--- src/rtl/alu_pkg.sv ---
// Shared ALU function codes, shift op encodings and sequencer states.
// Used by shift_sequencer (optional flags: SHIFT_FLAGS_EN).
package alu_pkg;

  localparam logic [4:0] FS_PASS_T = 5'h01;
  localparam logic [4:0] FS_SLL    = 5'h0C;
  localparam logic [4:0] FS_SRL    = 5'h0D;
  localparam logic [4:0] FS_SRA    = 5'h0E;

  localparam logic [1:0] OP_SLL  = 2'b00;
  localparam logic [1:0] OP_SRL  = 2'b01;
  localparam logic [1:0] OP_SRA  = 2'b10;
  localparam logic [1:0] OP_RSVD = 2'b11;

  typedef enum logic [1:0] {
    IDLE  = 2'd0,
    SHIFT = 2'd1,
    DONE  = 2'd2
  } state_t;

  function automatic logic [4:0] op_fs(input logic [1:0] op);
    logic [4:0] fs;
    case (op)
      OP_SLL:  fs = FS_SLL;
      OP_SRL:  fs = FS_SRL;
      OP_SRA:  fs = FS_SRA;
      default: fs = FS_PASS_T;
    endcase
    return fs;
  endfunction

endpackage

--- src/rtl/shift_sequencer.sv ---
// Iterates the ALU 1-bit shift functions to build 0..31-bit shifts.
// Optional result_n/result_z outputs when SHIFT_FLAGS_EN is defined.
module shift_sequencer
  import alu_pkg::*;
#(
  parameter int DATA_W  = 32,
  parameter int SHAMT_W = 5
) (
  input  logic               clk,
  input  logic               reset,
  input  logic               start,
  input  logic [1:0]         op,
  input  logic [SHAMT_W-1:0] shamt,
  input  logic [DATA_W-1:0]  t_in,
  output logic               ready,
  output logic               busy,
  output logic               done,
  output logic [DATA_W-1:0]  result,
  output logic               carry_out,
  output logic               err,
`ifdef SHIFT_FLAGS_EN
  output logic               result_n,
  output logic               result_z,
`endif
  output logic [4:0]         alu_fs,
  output logic [DATA_W-1:0]  alu_s,
  output logic [DATA_W-1:0]  alu_t,
  input  logic [DATA_W-1:0]  alu_y_lo,
  input  logic               alu_c
);

  state_t              r_state;
  state_t              w_next;
  logic [DATA_W-1:0]   r_acc;
  logic [SHAMT_W-1:0]  r_cnt;
  logic [4:0]          r_fs;
  logic [DATA_W-1:0]   r_result;
  logic                r_carry_out;
  logic                r_err;

  logic                w_ready;
  logic                w_accept;
  logic                w_fast;
  logic                w_fin;
  logic                w_upd;
  logic [DATA_W-1:0]   w_res_d;

  assign w_ready  = (r_state == IDLE) || (r_state == DONE);
  assign w_accept = w_ready && start;
  assign w_fast   = (op == OP_RSVD) || (shamt == '0);
  assign w_fin    = (r_state == SHIFT) && (r_cnt == SHAMT_W'(1));
  assign w_upd    = (w_accept && w_fast) || w_fin;
  assign w_res_d  = w_fin ? alu_y_lo : t_in;

  always_ff @(posedge clk) begin
    if (reset) r_state <= IDLE;
    else       r_state <= w_next;
  end

  always_comb begin
    w_next = r_state;
    unique case (r_state)
      IDLE:    if (start) w_next = w_fast ? DONE : SHIFT;
      SHIFT:   if (r_cnt == SHAMT_W'(1)) w_next = DONE;
      DONE: begin
        if (start) w_next = w_fast ? DONE : SHIFT;
        else       w_next = IDLE;
      end
      default: w_next = IDLE;
    endcase
  end

  always_comb begin
    ready  = w_ready;
    busy   = 1'b0;
    done   = 1'b0;
    alu_fs = FS_PASS_T;
    unique case (r_state)
      SHIFT: begin
        busy   = 1'b1;
        alu_fs = r_fs;
      end
      DONE:    done = 1'b1;
      default: ;
    endcase
  end

  always_ff @(posedge clk) begin
    if (reset) begin
      r_acc       <= '0;
      r_cnt       <= '0;
      r_fs        <= FS_PASS_T;
      r_result    <= '0;
      r_carry_out <= 1'b0;
      r_err       <= 1'b0;
    end else begin
      if (w_accept) begin
        r_acc <= t_in;
        r_cnt <= shamt;
        r_fs  <= op_fs(op);
      end else if (r_state == SHIFT) begin
        r_acc <= alu_y_lo;
        r_cnt <= r_cnt - SHAMT_W'(1);
      end
      // Fast path (zero shift / reserved op) reports no carry
      if (w_upd) begin
        r_result    <= w_res_d;
        r_carry_out <= w_fin ? alu_c : 1'b0;
        r_err       <= w_fin ? 1'b0 : (op == OP_RSVD);
      end
    end
  end

`ifdef SHIFT_FLAGS_EN
  logic r_n;
  logic r_z;

  always_ff @(posedge clk) begin
    if (reset) begin
      r_n <= 1'b0;
      r_z <= 1'b0;
    end else if (w_upd) begin
      r_n <= w_res_d[DATA_W-1];
      r_z <= (w_res_d == '0);
    end
  end

  assign result_n = r_n;
  assign result_z = r_z;
`endif

  assign result    = r_result;
  assign carry_out = r_carry_out;
  assign err       = r_err;
  assign alu_s     = '0;
  assign alu_t     = r_acc;

endmodule

--- config.mk ---
export PLATFORM = sky130hd
export DESIGN_NAME = shift_sequencer
export DESIGN_NICKNAME = d
export VERILOG_FILES = /design/src/rtl/alu_pkg.sv /design/src/rtl/shift_sequencer.sv
export SDC_FILE = /design/constraint.sdc
export NUM_CORES = 1
export LEC_CHECK = 0
export CAP_MARGIN = 20
export CORE_MARGIN = 4
export CORE_UTILIZATION = 55
export DETAILED_ROUTE_END_ITERATION = 10
export DONT_BUFFER_PORTS = 1
export GPL_ROUTABILITY_DRIVEN = 0
export PLACE_DENSITY = 0.73
export SETUP_SLACK_MARGIN = 0.5
export SLEW_MARGIN = 20
export SYNTH_ARGS = -nofsm -noshare
export SYNTH_HDL_FRONTEND = slang
export SYNTH_SLANG_ARGS = --single-unit
--- constraint.sdc ---
create_clock -name clk -period 2.53 [get_ports clk]
set_input_delay 0.253 -clock clk [delete_from_list [all_inputs] [get_ports clk]]
set_output_delay 0.253 -clock clk [all_outputs]
set_load 0.05 [all_outputs]
==> results_dict.tcl, run 1 <==
set metrics [dict create \
    post-place-ws_ns 0.4535 \
    die_h_um 87.53 \
    diodes 0 \
    reg2reg_slack_ns 0.69 \
    yosysWarnings 0 \
    dieArea_mm2 0.007661 \
    syn_inst 402 \
    coreArea_mm2 0.006026 \
    seqPwrFrac 0.564 \
    hold_path.class "input pin to flip-flop" \
    critPathMaxStageDelay_ns 0.40 \
    ir_drop_v 0.0004889 \
    place_hpwl_mm 6.262 \
    maxCapViolCount 0 \
    p_comb_frac 0.161 \
    critPathRequiredTime_ns 2.28 \
    yosys-top-cells-count "dfxtp_1, nor2_1, nand2_1" \
    placed_area_mm2 0.003397 \
    clock_latency_ns 0.33 \
    p_switching_w 0.001116 \
    ys_seq_area_frac 0.4374 \
    outcome "finished clean" \
    die_w_um 87.53 \
    postLayoutCellArea_mm2 0.003605 \
    synth_edf_count 0 \
    cp-start-kind "flip-flop" \
    synth_ff_type "dfxtp_1" \
    synth_area_per_cell_um2 8.653 \
    nets 467 \
    setup_slack_ns 0.6723 \
    grt_overflow 0 \
    setup-violations-final 0 \
    tightest_slew_ns 0.5609 \
    initial_core_util 0.5772 \
    pwr-share-clk 0.275 \
    post-route-period-util 0.7343 \
    grt_pass1_vias 2841 \
    grt_pass1_wl_mm 14.12 \
    yosysMostFrequentCell "dfxtp_1" \
    cts.sinks 76 \
    antenna_found_initial 0 \
    cts-root-buf "clkbuf_8" \
    finClkSkew_ns 0.006658 \
    first_pass_iters 5 \
    maxSlewViolCount 0 \
    port_buffers 0 \
    synth_top_area_frac 0.4374 \
    whs_ns 0.02920 \
    cts.path.max_buffers 2 \
    hold_viol 0 \
    p_int_w 0.001843 \
    p_leak_nw 1.342 \
    vias 2903 \
    vias_per_cell 6.190 \
    setup_tns_ns 0 \
    clk_pin_slew_worst_paths_ns 0.07 \
    cp_max_fo 21 \
    yosysUniqueCellTypes 36 \
    syn2layout_area_growth_pct 3.633 \
    pin_count 181 \
    swShare 0.3771 \
    slew_headroom 0.6256 \
    cts_tree "built" \
    post_cts_buffers 0 \
    async_flop_share 0 \
    clock.fmax_ghz 0.5383 \
    crit_buf_inv 2 \
    yosys-top-cells-area "dfxtp_1, o221a_1, buf_4" \
    drt_iter0_drc 194 \
    grt_max_degree 43 \
    finalCriticalPeriod_ns 1.858 \
    grt.total_usage 0.2304 \
    cts-buffers-inserted 9 \
    path_class "flip-flop to primary output" \
    syn_area_mm2 0.003478 \
    ys_seq_elements 76 \
    wl_per_cell_um 19.70 \
    row_count 28 \
    drtAntennaViolNets 0 \
    powerDensity_mw_per_mm2 820.8 \
    slowest_stage "dfxtp_2" \
    drt-total-wl_mm 9.241 \
    drive_above_1_share 0.09391 \
    critPathTopFamily "simple AND/OR/NAND/NOR gates" \
    end_kind "primary output" \
    worstPathArrival_ns 1.60 \
    drc 0 \
    rsz0062_at_grt "false" \
    htree_num_levels 3 \
    path_cells "nand2b_1, inv_2, buf_8, and2_4" \
    synth_area_leader_cell "dfxtp_1" \
]
[registers in the layout (all words and copies together), names as in the netlist]
name,cells
alu_t,32
result,32
r_cnt,5
r_fs,3
r_state,2
carry_out,1
err,1
[what timing repair did]
action,in CTS,in global routing
hold buffers,1,0
endpoints found under the setup margin,20,22
hold endpoints to repair,42,0
cloned,0,0
pin swaps,1,1
resized for setup,2,3
[layer usage]
layer  up-vias  wire (um)  GRT usage
li1       1353          -          -
met2       164       4442     0.3685
met3        14       1122    0.08231
met1      1372       3563     0.2893
met4         0        112    0.07671
met5         -          0          0
[cell families (layout without fill, tap and decap cells)]
logic type               count (synthesis)  after routing  share of synthesized area
flip-flops                              76             76                     0.4374
other                                    1             33                   0.001078
adder cells (fa/ha/maj)                  2              2                   0.007193
buffers and inverters                   74             34                     0.1273
AND/OR/NAND/NOR                        139            139                     0.1802
AO/OA/AOI/OAI                          110            110                     0.2468
[worst paths after layout]
check	start	end	cells after the start
hold / removal	reset	r_fs[0]	1
setup / recovery	r_state[0]	alu_fs[3]	4
hold reg to reg	r_fs[0]	r_fs[0]	2
setup reg to reg	r_cnt[0]	result[31]	6
[area by class of cell]
type                       instances  area, um2
clock inverter                     2      10.01
multi-input combinational        284       1659
tap                               75      93.84
sequential                        76       1523
timing repair buffer              15      145.1
inverter                           4      15.01
clock buffer                      13      158.9
fill                             566       2421
[per-stage QoR]
step | utilization | cells | total power (W)
after floorplan | - | 434 | 0.002116
after global placement | 0.5637 | 453 | 0.002140
after detailed placement | 0.5637 | 453 | 0.002152
after CTS | 0.5966 | 469 | 0.002974
after global routing | 0.5982 | 469 | 0.003087
final | 0.5982 | 469 | 0.002959
[cells in the final DEF (no fill, tap or decap), types with 2 or more instances in the layout]
| cell | n |
|---|---|
| nand3b_1 | 2 |
| a21oi_1 | 36 |
| ha_1 | 2 |
| nor2_2 | 2 |
| a22oi_1 | 33 |
| buf_12 | 2 |
| clkbuf_1 | 2 |
| o221a_1 | 32 |
| clkinv_2 | 2 |
| dfxtp_1 | 75 |
| conb_1 | 33 |
| or4b_1 | 2 |
| clkbuf_8 | 11 |
| inv_1 | 3 |
| nand2b_1 | 3 |
| nand2_1 | 41 |
| buf_4 | 12 |
| or4_1 | 2 |
| nor3_1 | 34 |
| nor2_1 | 43 |
[power groups by stage]
stage / clock, W / combinational (W) / sequential (W)
finish: 0.000814 / 0.000476 / 0.00167
global route: 0.000885 / 0.000522 / 0.00168
CTS: 0.000831 / 0.000473 / 0.00167
detailed placement: 0 / 0.000457 / 0.00170
global placement: 0 / 0.000445 / 0.00169
floorplan: 0 / 0.000446 / 0.00167
(Power assumes the default switching activity.)
==> inputs of run 2 (changes only) <==
==> constraint.sdc (replaced) <==
create_clock -name clk -period 1.9 [get_ports clk]
set_input_delay 0.19 -clock clk [delete_from_list [all_inputs] [get_ports clk]]
set_output_delay 0.19 -clock clk [all_outputs]
set_load 0.05 [all_outputs]
==> run 2 against run 1 <==
First-iteration DRC count increased by 9.8%. Count of clock-buffer cells in the layout decreased by 2. Wire length increased by 26%. Flip-flop and latch count unchanged. Critical path depth increased by 3. Via count increased by 12%. Global-route usage increased by 2.9 points. Register-to-register slack got worse by 0.52 ns. Final cell count increased by 8.5%. Hold slack got worse by 0.023 ns. Largest cell class unchanged.
==> results_dict.tcl, run 2 (synthesis results as in run 1) <==
set metrics [dict create \
    outcome "finished clean" \
    p_total_w 0.004930 \
    vias_per_cell 6.401 \
    port_buffers 0 \
    drtAntennaViolNets 0 \
    cts.path.max_buffers 2 \
    nets 507 \
    p_leak_nw 1.784 \
    drive_above_1_share 0.3203 \
    final_common_cell "dfxtp_1" \
    row_count 28 \
    drt-total-wl_mm 11.63 \
    cts_tree "built" \
    slew_headroom 0.5995 \
    hold_viol 0 \
    grt_pass1_wl_mm 15.43 \
    pin_count 181 \
    finalCriticalPeriod_ns 1.733 \
    maxCapViolCount 0 \
    placed_area_mm2 0.003511 \
    fin_util 0.7660 \
    grt.total_usage 0.2595 \
    cts-buffers-inserted 9 \
    clock_latency_ns 0.35 \
    path_cells "inv_2, ha_4, or4b_4, nor2_4, or3_4, clkbuf_16, o221a_1" \
    worstPathArrival_ns 2.02 \
    die_w_um 87.53 \
    antenna_found_initial 0 \
    die_h_um 87.53 \
    cts.sinks 76 \
    cp-start-kind "flip-flop" \
    cts-root-buf "clkbuf_8" \
    vias 3258 \
    wl_per_cell_um 22.84 \
    drc 0 \
    powerDensity_mw_per_mm2 1068 \
    grt_pass1_vias 3050 \
    clock.fmax_ghz 0.5771 \
    end_kind "flip-flop" \
    maxSlewViolCount 0 \
    slowest_stage "or4b_4" \
    nFillCells 404 \
    tightest_slew_ns 0.5999 \
    first_pass_iters 5 \
    grt_max_degree 53 \
    clk_pin_slew_worst_paths_ns 0.08 \
    critPathRequiredTime_ns 2.19 \
    grt_overflow 0 \
    drt_iter0_drc 213 \
    critPathTopFamily "simple AND/OR/NAND/NOR gates" \
    crit_buf_inv 2 \
    hold_path.class "input pin to flip-flop" \
    diodes 0 \
    setup_tns_ns 0 \
    whs_ns 0.006387 \
    cp_max_fo 9 \
    finClkSkew_ns 0.008273 \
    syn2layout_area_growth_pct 32.70 \
    coreArea_mm2 0.006026 \
    path_class "flip-flop to flip-flop" \
    setup-violations-final 0 \
    ir_drop_v 0.0008010 \
    initial_core_util 0.5772 \
    mostFrequentLayoutCells "dfxtp_1, nor2_1, conb_1, o221a_1, nor3_1" \
    postLayoutCellArea_mm2 0.004616 \
    rsz0062_at_grt "true" \
    post-route-period-util 0.9120 \
    htree_num_levels 3 \
    place_hpwl_mm 6.316 \
    dieArea_mm2 0.007661 \
    critPathMaxStageDelay_ns 0.48 \
]
==> run 2: cell count changes in the layout (fill, tap and decap cells not counted), moves of 10 or more <==
| cell | delta |
|---|---|
| a21oi_2 | +14 |
| a21oi_1 | -14 |
| nand2_4 | +10 |
| buf_12 | +10 |
| nand2_1 | -15 |
| a22oi_2 | +17 |
| a22oi_1 | -17 |
==> run 2: per-stage QoR <==
step           std cells  worst slack [ns]
6_report             509            0.1673
5_1_grt              509            0.1024
4_1_cts              494            0.2265
3_5_place_dp         460            0.1108
3_3_place_gp         460            0.1545
2_1_floorplan        434            0.1671
==> run 2: area by class of cell <==
cell class              count  area, um2  share of cell area
multi-input cells         284       1979              0.4288
flip-flops and latches     76       1529              0.3313
repair buffers             55      721.9              0.1564
clock buffers              11      151.4             0.03280
clock inverters             4      120.1             0.02602
well taps                  75      93.84             0.02033
inverters                   4      20.02            0.004337
==> run 2: worst paths after layout <==
path                   from    endpoint  slack [ns]  depth (start not counted)
hold / removal        reset  result[30]       0.006                          2
hold reg to reg   alu_t[29]   alu_t[29]        0.47                          2
setup / recovery   r_cnt[1]  result[28]        0.17                          7
setup reg to reg   r_cnt[1]  result[28]        0.17                          7
==> run 2: repair_timing <==
item / 4_1_cts / 5_1_grt
resized for setup: 17 / 87
hold buffers: 6 / 1
setup buffers: 13 / 8
endpoints found under the hold margin: 52 / 1
cloned: 0 / 6
endpoints found under the setup margin: 43 / 80
pin swaps: 7 / 29
==> run 2: where the power goes <==
| group | total, W | switching, W | leakage [nW] | internal, W |
|---|---|---|---|---|
| sequential | 0.00222 | 0.000496 | 0.627 | 0.00173 |
| combinational | 0.00103 | 0.000608 | 1.02 | 0.000427 |
| clock | 0.00167 | 0.000601 | 0.136 | 0.00107 |
| total | 0.00493 | 0.00170 | 1.78 | 0.00322 |
==> run 2: per-layer routing <==
| metal | share of wire | wire length, um | vias to the layer above | GRT usage |
|---|---|---|---|---|
| li1 | - | - | 1438 | - |
| met1 | 0.37 | 4309 | 1563 | 0.3184 |
| met2 | 0.48 | 5605 | 228 | 0.4205 |
| met3 | 0.12 | 1425 | 29 | 0.07379 |
| met4 | 0.024 | 284 | 0 | 0.1199 |
| met5 | 0 | 0 | - | 0 |
==> inputs of run 3 (changes only) <==
--- a/config.mk
+++ b/config.mk
@@ -6,6 +6,7 @@
 export NUM_CORES = 1
 export LEC_CHECK = 0
 export CAP_MARGIN = 20
+export CORE_ASPECT_RATIO = 1.1
 export CORE_MARGIN = 4
 export CORE_UTILIZATION = 55
 export DETAILED_ROUTE_END_ITERATION = 10
==> run 3 against run 2 <==
The run now ends with hold timing left. Sequential share of layout area up 0.66 points. Wire length down 4.9%. Count of clock-buffer cells in the layout unchanged. Setup slack got worse by 0.010 ns. Via count fell by 2.5%. Clock skew barely moved. Hold slack got worse by 0.014 ns. First-iteration DRC count down 26%. Final cell count is 0.59% higher. Design area decreased by 1.8%. Largest power group unchanged. Highest routed layer unchanged.
==> results_dict.tcl, run 3 (synthesis results as in run 1) <==
set metrics [dict create \
    cts_tree "built" \
    nets 504 \
    slowest_stage "or4b_4" \
    clock.fmax_ghz 0.5737 \
    coreArea_mm2 0.006156 \
    slew_headroom 0.6072 \
    initial_core_util 0.5650 \
    htree_num_levels 3 \
    outcome "finished, violations left" \
    path_class "flip-flop to flip-flop" \
    drt-total-wl_mm 11.05 \
    setup-violations-final 0 \
    critPathRequiredTime_ns 2.19 \
    p_total_w 0.004771 \
    maxSlewViolCount 0 \
    cp-start-kind "flip-flop" \
    finClkSkew_ns 0.008156 \
    nFillCells 431 \
    pin_count 181 \
    finalCriticalPeriod_ns 1.743 \
    diodes 0 \
    post-route-period-util 0.9174 \
    grt.total_usage 0.2499 \
    pwr-share-clk 0.330 \
    drive_above_1_share 0.3241 \
    grt_overflow 0 \
    cp_max_fo 13 \
    cts.path.max_buffers 2 \
    antenna_found_initial 0 \
    hold_path.class "input pin to flip-flop" \
    first_pass_iters 5 \
    tightest_slew_ns 0.5884 \
    startpoint "r_cnt[1]" \
    maxCapViolCount 0 \
    cts.sinks 76 \
    cts-root-buf "clkbuf_8" \
    path_cells "inv_2, ha_4, or4b_4, nor2_4, or3_4, buf_12, o221a_1" \
    die_w_um 83.83 \
    end_kind "flip-flop" \
    place_hpwl_mm 6.277 \
    dieArea_mm2 0.007662 \
    port_buffers 0 \
    wl_per_cell_um 21.59 \
    die_h_um 91.41 \
    final_common_cell "dfxtp_1" \
    setup_tns_ns 0 \
    vias 3178 \
    powerDensity_mw_per_mm2 1053 \
    hp-start "shamt[1]" \
    hold_viol 1 \
    postLayoutCellArea_mm2 0.004533 \
    p_int_w 0.003070 \
    worstPathArrival_ns 2.03 \
    drt_iter0_drc 158 \
    seqPwrFrac 0.467 \
    drtAntennaViolNets 0 \
    p_switching_w 0.001701 \
    p_comb_frac 0.204 \
    rsz0062_at_grt "true" \
    ir_drop_v 0.0006854 \
    clk_pin_slew_worst_paths_ns 0.08 \
    syn2layout_area_growth_pct 30.32 \
    drc 0 \
    cts-buffers-inserted 9 \
    crit-reg2reg-launch "r_cnt[1]" \
    mostFrequentLayoutCells "dfxtp_1, nor2_1, conb_1, o221a_1, nor3_1" \
    grt_pass1_vias 3102 \
    row_count 30 \
    grt_pass1_wl_mm 15.48 \
    clock_latency_ns 0.35 \
    p_leak_nw 1.764 \
    critPathMaxStageDelay_ns 0.49 \
    grt_max_degree 45 \
    vias_per_cell 6.207 \
    placed_area_mm2 0.003500 \
    crit_buf_inv 2 \
    critPathTopFamily "simple AND/OR/NAND/NOR gates" \
    whs_ns -0.007548 \
    swShare 0.3565 \
    violations "hold timing" \
]
run 3: changes by cell type in the layout (fill, tap and decap cells not counted), sizes merged:
cell,previous run,this run
clkinvlp,0,1
bufinv,4,3
dlygate4sd3,6,4
clkbuf,16,15
inv,4,5
run 3: worst register-to-register path, delay by kind of cell (launching register included):
family / cells / cell delay [ns]
flops: 1 / 0.33
compound gates: 1 / 0.19
simple gates: 3 / 0.82
buf+inv: 2 / 0.23
fa+ha+maj: 1 / 0.11
run 3: cell type report:
class                   instances  area, um2  share of cell area
clock inverters                 5      106.4             0.02346
multi-input cells             284       1987              0.4383
clock buffers                  11      151.4             0.03340
well taps                      80      100.1             0.02208
repair buffers                 52      639.4              0.1410
inverters                       4      17.52            0.003864
flip-flops and latches         76       1531              0.3378
run 3: final timing paths:
kind / end / slack [ns] / depth (start not counted)
worst max-delay path: result[8] / 0.16 / 7
worst min-delay path: r_cnt[1] / -0.008 / 2
worst max register to register: result[8] / 0.16 / 7
worst min register to register: alu_t[29] / 0.47 / 2
run 3: through the flow:
| step | hold WS [ns] | util | setup slack (ns) | cells |
|---|---|---|---|---|
| 2_1_floorplan | 0.3143 | - | 0.1671 | 434 |
| 3_3_place_gp | 0.2649 | 0.5685 | 0.1542 | 466 |
| 3_5_place_dp | 0.2670 | 0.5685 | 0.09634 | 466 |
| 4_1_cts | 0.0008272 | 0.6482 | 0.2218 | 497 |
| 5_1_grt | 0.001464 | 0.7364 | 0.1116 | 512 |
| 6_report | -0.007548 | 0.7364 | 0.1569 | 512 |
run 3: metal layers:
layer | global-route usage | vias to the layer above | wire [um]
met1 | 0.2956 | 1537 | 4022
li1 | - | 1429 | -
met3 | 0.06715 | 15 | 1142
met5 | 0 | - | 0
met2 | 0.4178 | 197 | 5742
met4 | 0.1193 | 0 | 147
run 3: what timing repair did:
action                     CTS  global route
gates cloned                 1             4
hold endpoints to repair    44             1
setup endpoints to repair   72            76
setup buffers               10            10
hold buffers                 4             1
resized for setup           22            84
pin swaps                    6            31
run 3: power by group through the flow:
stage	clock network (W)	logic, W	registers (W)
2_1_floorplan	0	0.000618	0.00223
3_3_place_gp	0	0.000643	0.00225
3_5_place_dp	0	0.000656	0.00225
4_1_cts	0.00157	0.000753	0.00221
5_1_grt	0.00166	0.00104	0.00224
6_report	0.00157	0.000972	0.00223
